==> src/rtl/joypad_controller.sv <==
// joypad_controller: P1/JOYP register with group select, input synchroniser, debounce and joypad interrupt
module joypad_controller #(
    parameter int          DEBOUNCE_CYCLES = 4096,
    parameter logic [15:0] P1_ADDR         = 16'hFF00
) (
    input  logic        clock,
    input  logic        reset,
    input  logic [15:0] A,
    input  logic [7:0]  Di,
    output logic [7:0]  Do,
    input  logic        rd_n,
    input  logic        wr_n,
    output logic [1:0]  button_sel,
    input  logic [3:0]  button_data,
    output logic        int_req
);
    localparam int            CW   = $clog2(DEBOUNCE_CYCLES + 1);
    localparam logic [CW-1:0] LAST = CW'(DEBOUNCE_CYCLES - 1);
    logic          w_hit;
    logic          w_unused;
    logic [1:0]    r_sel;
    logic [7:0]    r_do;
    logic [3:0]    r_s1;
    logic [3:0]    r_sync;
    logic [3:0]    r_sync_prev;
    logic [3:0]    r_deb;
    logic [3:0]    r_deb_prev;
    logic [CW-1:0] r_cnt;
    logic          r_int;
    assign w_hit      = A == P1_ADDR;
    assign w_unused   = ^{Di[7:6], Di[3:0]};
    assign Do         = r_do;
    assign button_sel = r_sel;
    assign int_req    = r_int;
    always_ff @(posedge clock or negedge reset) begin
        if (!reset) begin
            r_sel       <= 2'b11;
            r_do        <= 8'hFF;
            r_s1        <= 4'hF;
            r_sync      <= 4'hF;
            r_sync_prev <= 4'hF;
            r_deb       <= 4'hF;
            r_deb_prev  <= 4'hF;
            r_cnt       <= '0;
            r_int       <= 1'b0;
        end else begin
            // reads sample the synchronised lines so a select change shows up without debounce delay
            r_do        <= (w_hit && !rd_n) ? {2'b11, r_sel, r_sync} : 8'hFF;
            r_sel       <= (w_hit && !wr_n) ? Di[5:4] : r_sel;
            r_s1        <= button_data;
            r_sync      <= r_s1;
            r_sync_prev <= r_sync;
            if (r_sync != r_sync_prev)
                r_cnt <= '0;
            else if (r_cnt != LAST)
                r_cnt <= r_cnt + CW'(1);
            else
                r_deb <= r_sync;
            r_deb_prev  <= r_deb;
            r_int       <= |(r_deb_prev & ~r_deb);
        end
    end
endmodule

==> config.mk <==
export PLATFORM = sky130hd
export DESIGN_NAME = joypad_controller
export DESIGN_NICKNAME = d
export VERILOG_FILES = /design/src/rtl/joypad_controller.sv
export SDC_FILE = /design/constraint.sdc
export NUM_CORES = 1
export LEC_CHECK = 0
export BUFFER_PORTS_ARGS = -buffer_cell sky130_fd_sc_hd__buf_2
export CAP_MARGIN = 20
export CORE_ASPECT_RATIO = 1.5
export CORE_UTILIZATION = 55
export DETAILED_ROUTE_END_ITERATION = 7
export PLACE_DENSITY = 0.82
export RECOVER_POWER = 25
export SETUP_SLACK_MARGIN = 0.3
export SLEW_MARGIN = 10
export SYNTH_ARGS = -nofsm -noshare
export SYNTH_HDL_FRONTEND = slang
export SYNTH_SLANG_ARGS = --single-unit
==> constraint.sdc <==
create_clock -name clock -period 5.65 [get_ports clock]
set_clock_uncertainty 0.2 [all_clocks]
set_input_delay 1.13 -clock clock [delete_from_list [all_inputs] [get_ports clock]]
set_output_delay 1.13 -clock clock [all_outputs]
set_load 0.01 [all_outputs]
==> impl_metrics.yaml <==
routing:
  avgRoutedWirePerCell_um: 14.0
  drc: 0
  firstDrtPassIters: 4
  finalWirelength_mm: 3.02
  ant_nets: 0
  vias: 1201
  vias_per_cell: 5.59
  drt_iter0_drc: 14
clock_tree:
  cts_max_level: 2
  cts.sinks: 42
  insertion_delay_ps: 290
  cts_tree: "yes"
  cts_made_buffers: 5
  postCtsHoldBufs: 0
  cts_root_buf: "clkbuf_8"
  clockBufferDepth: 2
  cts_setup_buffers: 0
  cts_resized: 0
  clkTransAtPathRegs_ps: 80
grt:
  track_usage_pct: 21.4
  grt_pass1_wl_mm: 5.09
  grt_pass1_vias: 1165
  grt_start_max_net_pins: 43
  overflow: 0
  antenna_found_initial: 0
power:
  combPwrFrac_pct: 4.1
  p_sw_share_pct: 21.5
  switchingPower_uw: 114
  powerDensity_nw_per_um2: 259
  p_leak_nw: 0.851
  p_total_uw: 530
  ir_drop_uv: 226
  clock_power_share_pct: 37.1
  p_int_uw: 416
  seq_power_share_pct: 58.8
place:
  routabilityCongestion: 0.908
  dp_hpwl_mm: 2.18
  dpl.cell_count: 207
  numPortBuffers: 34
  post-place-ws_ps: 2700
synth:
  yosysTopAreaCell: "dfstp_2"
  syn_area_um2: 1750
  ys_warn_count: 0
  syn_area_per_cell_um2: 12.9
  ys_ff_latch: 42
  yosys.cell_types.count: 44
  synth_top_area_share_pct: 42.1
  netlist_top_cells_area: "dfstp_2 (42%), dfrtp_1 (20%), mux2_4 (3.4%), a21oi_1 (2.0%), xnor2_1 (2.0%)"
  synthCells: 136
  yosysSeqAreaShare_pct: 62.1
sta:
  finalSetupViolCount: 0
  worst_pin_slew_ps: 2080
  relSlewSlack_pct: -39.0
  fin_setup_tns_ps: 0
  fin_ws_ps: 2820
  slew_violations: 43
  fmax_mhz: 354
  post-route-min-period_ps: 2830
  hold_violations: 0
  period_share_pct: 50.1
  grt_setup_unrepaired: "false"
layout:
  regArea_um2: 1090
  area_delta_synth_final_pct: 17.0
  antenna_cells: 0
  fillers: 205
  final_cells: 215
  post-route-util_pct: 68.8
  final_layout_size_suffix_gt1_share_pct: 43.2
  multi_input_area_um2: 632
  nets: 208
critical_path:
  crit_chain: "clkbuf_1"
  cpPeakStageDelay_ps: 1460
  start_kind: "input pin"
  reg2reg_from: "r_cnt[0]"
  path_buf_inv: 1
  r2r-end: "r_deb[3]"
  crit_arrival_ps: 2610
  crit_family: "buffers and inverters"
  cp_max_fo: 42
  end_kind: "asynchronous set/reset pin"
  cp.required_ps: 5430
  path_class: "input pin to asynchronous set/reset pin"
  worst_path_max_delay_cell: "clkbuf_1"
  ff2ff_setup_slack_ps: 3570
  rr_worst_depth: 5
floorplanning:
  die_area_um2: 3410
  die_x_um: 48.0
  core_um2: 2970
  ios: 43
  initial_core_util_pct: 58.8
  die_h_um: 71.0
  fp-row-count: 24
run_status:
  status: "finished with violations"
  violations: "max-capacitance violations, max-slew violations"
min_path:
  hp-class: "flip-flop to flip-flop"
  holdCritStartpoint: "r_s1[3]"
  min_path_cells: 0
  whs_endpoint: "r_sync[3]"
flow_run:
  maxCapViolCount: 1
[worst reg2reg max path, delay by kind of cell, from the launching register on]
kind | cells | cell delay, ps
AND/OR/NAND/NOR | 3 | 870
adder cells (fa/ha/maj) | 1 | 250
multiplexers | 1 | 320
flip-flops | 1 | 380
[cell families (layout without fill, tap and decap cells)]
family | Yosys count | in the layout | synth area share [%]
other cells | 1 | 2 | 0.215
simple gates | 54 | 54 | 20.2
buf+inv | 7 | 46 | 1.93
fa+ha+maj | 1 | 1 | 0.716
xor+xnor | 6 | 6 | 3.01
mux | 7 | 7 | 5.30
flops | 42 | 42 | 62.1
compound gates | 18 | 18 | 6.51
[per-stage QoR]
stage / instance area (µm²) / hold slack, ps
6_report: 2050 / 160
5_1_grt: 2050 / 166
4_1_cts: 2050 / 158
3_5_place_dp: 1950 / 147
3_3_place_gp: 1950 / 146
2_1_floorplan: 1750 / 145
[power by group through the flow]
stage / combinational [mW] / clock (mW) / sequential, mW
finish: 0.0215 / 0.197 / 0.312
global route: 0.0249 / 0.213 / 0.312
CTS: 0.0223 / 0.204 / 0.313
detailed placement: 0.0221 / 0 / 0.318
global placement: 0.0209 / 0 / 0.318
floorplan: 0.00821 / 0 / 0.317
[cell usage in the layout (no fill, tap or decap), drive strengths merged, types with 3 or more instances in the layout]
cell type,count
inv,4
nor4,5
buf,33
nor3,5
a21oi,7
nand2,7
o21ai,3
nand4,4
mux2,6
dfstp,28
nor2,9
xnor2,4
nand3,5
clkbuf,7
nand2b,5
dfrtp,14
[synthesized netlist by cell type (all sizes together)]
cell type and instances:
and3 2, o221ai 1, xnor2 4, nor3 5, nand3 5, inv 4
o41ai 2, or2b 1, conb 1, nand2b 5, dfstp 28, ha 1
and2 1, or4 1, clkbuf 1, or3 2, a21oi 7, xor2 2
o2111ai 1, nor2 9, a211oi 1, nor4 5, buf 2, o31ai 1
and4 2, nand3b 1, nand4b 1, nand4bb 1, nor4b 1, nand2 7
mux2 6, o21ai 3, a31oi 1, a22oi 1, nand4 4, mux2i 1
dfrtp 14, nor2b 1
[registers in the layout, indices dropped and copies added, names as in the netlist]
register and cells:
r_deb_prev 4, r_cnt 13, button_sel 2, Do 6, r_sync 4, r_sync_prev 4
int_req 1, r_s1 4, r_deb 4
[per-layer routing]
| metal | track usage (%) | wire length, µm | vias to the layer above |
|---|---|---|---|
| met4 | 8.33 | 41 | 0 |
| met5 | 0 | 0 | - |
| met1 | 24.8 | 1130 | 586 |
| met2 | 35.3 | 1670 | 46 |
| met3 | 6.63 | 166 | 6 |
| li1 | - | - | 563 |
[worst max path at each step]
stage                            to  startpoint  depth (start not counted)  slack [ps]
after detailed placement      Do[4]        A[1]                          5        2700
after floorplan               Do[4]        A[4]                          4        3040
after CTS                     Do[4]        A[1]                          5        3000
after global placement        Do[4]        A[4]                          5        2680
after global routing      r_cnt[10]       reset                          1        2300
final                      r_cnt[0]       reset                          1        2820
[area by class of cell]
class	count	area share (%)
Timing Repair Buffer	34	8.26
Multi-Input combinational cell	88	30.9
Tap cell	39	2.39
Clock buffer	6	4.04
Clock inverter	2	0.612
Sequential cell	42	53.1
Inverter	4	0.734
(Power assumes the default switching activity.)
